--- src/rtl/byte_to_word_rx.sv ---
`default_nettype none
// ============================================================================
//  Module   : byte_to_word_rx
//  Purpose  : UART 8N1 receiver delivering single bytes or LSB-first 32-bit
//             words, each completed result flagged by a one-cycle pulse.
//  Revision : 1.0 - initial release
// ============================================================================
module byte_to_word_rx #(
   parameter int CLKS_PER_BIT = 87,
   parameter int IDLE_TIMEOUT = 1740
) (
   input  logic        clock,
   input  logic        reset,
   input  logic        enable,
   input  logic        i_mode_select,
   input  logic        i_serial,
   output logic [31:0] o_word,
   output logic [7:0]  o_byte,
   output logic        o_valid,
   output logic        o_frame_error,
   output logic        o_timeout,
   output logic [2:0]  o_state
);

   localparam int                 c_cnt_w     = $clog2(CLKS_PER_BIT);
   localparam int                 c_gap_w     = $clog2(IDLE_TIMEOUT + 1);
   localparam logic [c_cnt_w-1:0] c_cnt_half  = c_cnt_w'((CLKS_PER_BIT - 1) / 2);
   localparam logic [c_cnt_w-1:0] c_cnt_last  = c_cnt_w'(CLKS_PER_BIT - 1);
   localparam logic [c_gap_w-1:0] c_gap_limit = c_gap_w'(IDLE_TIMEOUT);

   typedef enum logic [2:0] {
      S_IDLE  = 3'd0,
      S_START = 3'd1,
      S_DATA  = 3'd2,
      S_STOP  = 3'd3,
      S_STORE = 3'd4,
      S_DONE  = 3'd5,
      S_GAP   = 3'd6
   } state_e;

   state_e               state_q, state_d;
   logic                 sync1_q, sync1_d;
   logic                 sync2_q, sync2_d;
   logic                 prev_q, prev_d;
   logic [c_cnt_w-1:0]   cnt_q, cnt_d;
   logic [2:0]           bit_idx_q, bit_idx_d;
   logic [7:0]           shift_q, shift_d;
   logic [1:0]           byte_idx_q, byte_idx_d;
   logic [31:0]          word_buf_q, word_buf_d;
   logic [c_gap_w-1:0]   gap_q, gap_d;
   logic                 mode_q, mode_d;
   logic [31:0]          word_q, word_d;
   logic [7:0]           byte_q, byte_d;
   logic                 valid_q, valid_d;
   logic                 ferr_q, ferr_d;
   logic                 tmo_q, tmo_d;
   logic                 w_fall_edge;

   assign w_fall_edge = prev_q & ~sync2_q;

   always_comb begin
      sync1_d    = i_serial;
      sync2_d    = sync1_q;
      prev_d     = sync2_q;
      state_d    = state_q;
      cnt_d      = cnt_q;
      bit_idx_d  = bit_idx_q;
      shift_d    = shift_q;
      byte_idx_d = byte_idx_q;
      word_buf_d = word_buf_q;
      gap_d      = gap_q;
      mode_d     = mode_q;
      word_d     = word_q;
      byte_d     = byte_q;
      valid_d    = 1'b0;
      ferr_d     = 1'b0;
      tmo_d      = 1'b0;

      if (!enable) begin
         state_d    = S_IDLE;
         byte_idx_d = 2'd0;
         word_buf_d = 32'h0;
      end else begin
         case (state_q)
            S_IDLE: begin
               if (w_fall_edge) begin
                  mode_d     = i_mode_select;
                  byte_idx_d = 2'd0;
                  cnt_d      = '0;
                  state_d    = S_START;
               end
            end
            S_START: begin
               // The inter-byte gap keeps running while a start bit is checked.
               if (gap_q != c_gap_limit) gap_d = gap_q + 1'b1;
               if (cnt_q == c_cnt_half) begin
                  cnt_d     = '0;
                  bit_idx_d = 3'd0;
                  if (!sync2_q)               state_d = S_DATA;
                  else if (byte_idx_q == 2'd0) state_d = S_IDLE;
                  else                        state_d = S_GAP;
               end else begin
                  cnt_d = cnt_q + 1'b1;
               end
            end
            S_DATA: begin
               if (cnt_q == c_cnt_last) begin
                  cnt_d              = '0;
                  shift_d[bit_idx_q] = sync2_q;
                  bit_idx_d          = bit_idx_q + 3'd1;
                  if (bit_idx_q == 3'd7) state_d = S_STOP;
               end else begin
                  cnt_d = cnt_q + 1'b1;
               end
            end
            S_STOP: begin
               if (cnt_q == c_cnt_last) begin
                  cnt_d = '0;
                  if (sync2_q) begin
                     state_d = S_STORE;
                  end else begin
                     ferr_d     = 1'b1;
                     byte_idx_d = 2'd0;
                     word_buf_d = 32'h0;
                     state_d    = S_IDLE;
                  end
               end else begin
                  cnt_d = cnt_q + 1'b1;
               end
            end
            S_STORE: begin
               word_buf_d[{byte_idx_q, 3'b000} +: 8] = shift_q;
               if (!mode_q || byte_idx_q == 2'd3) begin
                  state_d = S_DONE;
               end else begin
                  byte_idx_d = byte_idx_q + 2'd1;
                  gap_d      = '0;
                  state_d    = S_GAP;
               end
            end
            S_DONE: begin
               word_d     = mode_q ? word_buf_q : {24'h0, shift_q};
               byte_d     = shift_q;
               valid_d    = 1'b1;
               byte_idx_d = 2'd0;
               state_d    = S_IDLE;
            end
            S_GAP: begin
               if (w_fall_edge) begin
                  cnt_d   = '0;
                  state_d = S_START;
               end else if (gap_q >= c_gap_limit) begin
                  tmo_d      = 1'b1;
                  byte_idx_d = 2'd0;
                  word_buf_d = 32'h0;
                  state_d    = S_IDLE;
               end else begin
                  gap_d = gap_q + 1'b1;
               end
            end
            default: state_d = S_IDLE;
         endcase
      end
   end

   always_ff @(posedge clock) begin
      if (reset) begin
         state_q    <= S_IDLE;
         sync1_q    <= 1'b1;
         sync2_q    <= 1'b1;
         prev_q     <= 1'b1;
         cnt_q      <= '0;
         bit_idx_q  <= 3'd0;
         shift_q    <= 8'h0;
         byte_idx_q <= 2'd0;
         word_buf_q <= 32'h0;
         gap_q      <= '0;
         mode_q     <= 1'b0;
         word_q     <= 32'h0;
         byte_q     <= 8'h0;
         valid_q    <= 1'b0;
         ferr_q     <= 1'b0;
         tmo_q      <= 1'b0;
      end else begin
         state_q    <= state_d;
         sync1_q    <= sync1_d;
         sync2_q    <= sync2_d;
         prev_q     <= prev_d;
         cnt_q      <= cnt_d;
         bit_idx_q  <= bit_idx_d;
         shift_q    <= shift_d;
         byte_idx_q <= byte_idx_d;
         word_buf_q <= word_buf_d;
         gap_q      <= gap_d;
         mode_q     <= mode_d;
         word_q     <= word_d;
         byte_q     <= byte_d;
         valid_q    <= valid_d;
         ferr_q     <= ferr_d;
         tmo_q      <= tmo_d;
      end
   end

   assign o_word        = word_q;
   assign o_byte        = byte_q;
   assign o_valid       = valid_q;
   assign o_frame_error = ferr_q;
   assign o_timeout     = tmo_q;
   assign o_state       = state_q;

endmodule
`default_nettype wire

--- config.mk ---
export PLATFORM = sky130hd
export DESIGN_NAME = byte_to_word_rx
export DESIGN_NICKNAME = d
export VERILOG_FILES = /design/src/rtl/byte_to_word_rx.sv
export SDC_FILE = /design/constraint.sdc
export NUM_CORES = 1
export LEC_CHECK = 0
export CAP_MARGIN = 0
export CORE_ASPECT_RATIO = 0.7
export CORE_MARGIN = 4
export CORE_UTILIZATION = 51
export DETAILED_ROUTE_END_ITERATION = 12
export GPL_ROUTABILITY_DRIVEN = 0
export PLACE_DENSITY = 0.73
export SLEW_MARGIN = 10
export SYNTH_ARGS = -nofsm -noshare
export SYNTH_HDL_FRONTEND = slang
export SYNTH_SLANG_ARGS = --single-unit
--- constraint.sdc ---
create_clock -name clock -period 1.9 [get_ports clock]
set_input_delay 0.38 -clock clock [delete_from_list [all_inputs] [get_ports clock]]
set_output_delay 0.38 -clock clock [all_outputs]
set_load 0.02 [all_outputs]
==> summary.txt, run 1 <==
======================================================================================================
Detailed placement HPWL                                                                        8.61 mm
Worst setup slack after placement                                                            -0.271 ns
Top cells by instance count after synthesis                                               dfxtp_1 (113), a32o_1 (41), nor2_1 (41)
Register bit total from synthesis                                                                  113
Cts bufs inserted                                                                                   17
Level count of the clock H-tree                                                                      4
Violated checks                                                                           negative setup slack
Instance count after placement with tap cells included                                             700
Worst-skew pair later-pin latency                                                              0.41 ns
Cell occurring most often along the worst timing path                                            buf_6
Worst Hold Class                                                                            reg -> reg
Highest attainable clock frequency                                                             525 MHz
WP data required                                                                               2.20 ns
Via count of the first global-routing pass                                                        4222
Post-Layout Cell Count                                                                             735
Overall via count from detail_route                                                               4333
Biggest area consumer among synthesized cells                                                  dfxtp_1
Startpoint types                                                                                  flop
Die height                                                                                     89.5 um
Arrival time of the worst setup path                                                           2.21 ns
Worst path cell trace                                                                     or3b_1 -> a31o_1 -> a221oi_4 -> buf_6 -> buf_6 -> nand2_2 -> a32o_1
Remaining Overflow, GRT                                                                              0
Number of clock sinks seen by CTS                                                                  113
Root buffer cell                                                                             clkbuf_16
Initial Utilization                                                                              0.529
Worst clock skew on the final layout                                                        0.00585 ns
Vias/cell                                                                                         5.90
Cell variety after synth                                                                            64
Number of buffer cells added on primary ports                                                       50
Placement row count                                                                                 29
Maximum number of pins on one net before global-route repair                                        35
Per-instance average area after synthesis                                                     9.79 um2
Most instantiated flip-flop cell in the synthesis netlist                                      dfxtp_1
Final wirelength                                                                               12.7 mm
Die W                                                                                           124 um
Number of violations reported at the end of detailed-routing iteration 0                           382
Clock transition at the register clock pins on the worst setup and hold paths after CTS        0.06 ns
Final layout net count                                                                             613
Design Power                                                                                   5420 uW
Max incr delay on CP                                                                           0.37 ns
Global-route wire length before repair                                                         20.9 mm
Total negative slack                                                                       -0.00674 ns
Post-Synthesis Cell Area                                                                      4840 um2
Critical-path cell with the highest stage delay                                                dfxtp_4
Most used standard cell by instance count after synthesis                                      dfxtp_1
Ratio of cells with drive above 1 in the final layout                                            0.231
Post-layout util                                                                                 0.717
Category of the most critical setup path                                                    reg -> reg
Least-Margin Pin Slew                                                                         0.495 ns
Warning count from the yosys run                                                                     0
Outcome                                                                                   finished, violations left
Period Utilization, post-route                                                                    1.00
# DRC                                                                                                0
Synthesized netlist cell count                                                                     494
Number of enable-type register cells in the synthesized netlist                                      0
Share of async-settable or async-resettable flops after synthesis                                    0
Detail Route Antenna Nets                                                                            0
Maximum VDD drop                                                                              0.773 mV
Count of endpoints failing hold in the final timing report                                           0
Post-synthesis net count                                                                           509
Setup violations, final                                                                              2
Worst-case headroom to the max-slew limit                                                        0.669
FF/Latch Area                                                                                 2270 um2
Crit path setup slack, layout                                                              -0.00646 ns
Standby leakage power                                                                       0.00244 uW
Pre-antenna DRT Iters                                                                                5
Core area                                                                                     9140 um2
Total die area                                                                               11100 um2
Proportion of netlist area held by the largest area contributor                                  0.468
Power per standard cell area                                                                827 nW/um2
Maximum net fanout on the critical path                                                              5
Ports                                                                                               51
Clock tree from TritonCTS                                                                        built
Clock period minus final worst setup slack                                                     1.91 ns
Total routing usage reported by global routing                                                   0.233
Number of fill cells                                                                               681
Sequential element share of the synthesized area                                                 0.468
# hold bufs at CTS                                                                                   0
RSZ-0062 raised after global routing                                                              true
Max-cap viol count                                                                                   0
Post-detailed-route wirelength per cell                                                        17.2 um
Kind of capture point of the worst setup path                                                     flop
Multi-input combinational cell area                                                           2480 um2
Number of buffers on the longest clock path                                                          2
Initial antenna violation count                                                                      0
Max-slew violation total from the final report                                                       0
Area Growth Syn to Fin                                                                           35.6%
Diode insertion count for antenna repair                                                             0
Register-to-register setup slack                                                             -0.006 ns
Top cells by area in the synthesized netlist                                              dfxtp_1 (47%), a32o_1 (8.5%), a22o_1 (4.2%)
======================================================================================================
per-stage QoR:
step,hold slack (ns),instance area [um2]
5_1_grt,0.443,6560
2_1_floorplan,0.389,4840
4_1_cts,0.426,6440
6_report,0.428,6560
3_3_place_gp,0.407,5870
3_5_place_dp,0.411,5870
final cells by class:
cell class	count	share of cell area
multi-input cells	337	0.378
clock inverters	14	0.0137
clock buffers	18	0.0670
inverters	11	0.00687
flip-flops and latches	113	0.347
well taps	124	0.0237
repair buffers	118	0.164
sequential cells by signal, indices dropped and copies added, names as in the netlist, 2 cells and up:
| register | cells |
|---|---|
| o_state | 3 |
| gap_q | 11 |
| byte_idx_q | 2 |
| o_byte | 8 |
| bit_idx_q | 3 |
| word_buf_q | 32 |
| o_word | 32 |
| cnt_q | 7 |
| shift_q | 8 |
timing repair:
action	CTS	global route
buffers inserted	1	2
pin swaps	5	10
gates resized for setup	10	31
cloned	0	0
endpoints found under the setup margin	42	51
cells by family (layout without fill, tap and decap cells):
| group | Yosys count | after routing | synth area share |
|---|---|---|---|
| AOI/OAI and AO/OA | 139 | 139 | 0.240 |
| xor gates and xnor gates | 6 | 6 | 0.0109 |
| adders and majority gates | 10 | 10 | 0.0259 |
| buffers and inverters | 44 | 161 | 0.0401 |
| DFF | 113 | 113 | 0.468 |
| muxes | 15 | 15 | 0.0310 |
| and+or+nand+nor | 167 | 167 | 0.184 |
layer usage:
metal / global-route usage / vias up / share of wire
met5: 0 / - / 0
met4: 0.0925 / 0 / 0.016
met3: 0.0615 / 22 / 0.067
met2: 0.363 / 153 / 0.44
met1: 0.314 / 2070 / 0.47
li1: - / 2088 / -
cells in the final DEF (no fill, tap or decap), drive strengths merged, types with 3 or more instances in the layout:
master / Yosys / layout
nand3: 14 / 14
buf: 12 / 68
o21ai: 12 / 12
nor3b: 4 / 4
nand3b: 3 / 3
inv: 11 / 13
nor4: 6 / 6
nand2: 39 / 39
a32o: 41 / 41
a22o: 23 / 23
xor2: 5 / 5
o211ai: 3 / 3
o22ai: 4 / 4
and2: 3 / 3
nor2: 42 / 42
a21oi: 23 / 23
nor3: 8 / 8
clkinvlp: 0 / 4
and4: 3 / 3
or2: 3 / 3
clkbuf: 21 / 18
and3: 8 / 8
clkdlybuf4s50: 0 / 48
nand4: 5 / 5
dfxtp: 113 / 113
nand2b: 10 / 10
clkinv: 0 / 8
nor2b: 9 / 9
mux2i: 15 / 15
a211oi: 11 / 11
ha: 10 / 10
worst max-delay path: cells and delay by family, from the launching register on:
family                 cells  cell delay, ns
and+or+nand+nor            2            0.40
AOI/OAI and AO/OA          3            0.78
buffers and inverters      2            0.26
DFF                        1            0.37
path summary, 6_finish.rpt:
kind                                              start  depth (start not counted)               endpoint
worst min-delay path                 sync1_q$_SDFF_PP1_                          1      prev_d$_SDFF_PP1_
worst max register to register  o_state[0]$_SDFFE_PP0P_                          7  gap_q[6]$_SDFFE_PP0P_
worst min register to register       sync1_q$_SDFF_PP1_                          1      prev_d$_SDFF_PP1_
worst max-delay path            o_state[0]$_SDFFE_PP0P_                          7  gap_q[6]$_SDFFE_PP0P_
power by group:
group	switching (uW)	internal [uW]
Clock	1130	1690
Combinational	129	96.0
Sequential	5.44	2380
Total	1260	4160
Note: power is estimated with default switching activity, not from simulation.
==> inputs of run 2 (changes only) <==
--- a/config.mk
+++ b/config.mk
@@ -9,6 +9,7 @@
 export CORE_ASPECT_RATIO = 0.7
 export CORE_MARGIN = 4
 export CORE_UTILIZATION = 51
+export CTS_CLUSTER_SIZE = 16
 export DETAILED_ROUTE_END_ITERATION = 12
 export GPL_ROUTABILITY_DRIVEN = 0
 export PLACE_DENSITY = 0.73
==> results of run 2 <==
Same layout as run 1: the final DEF is identical, and so are final timing and power.
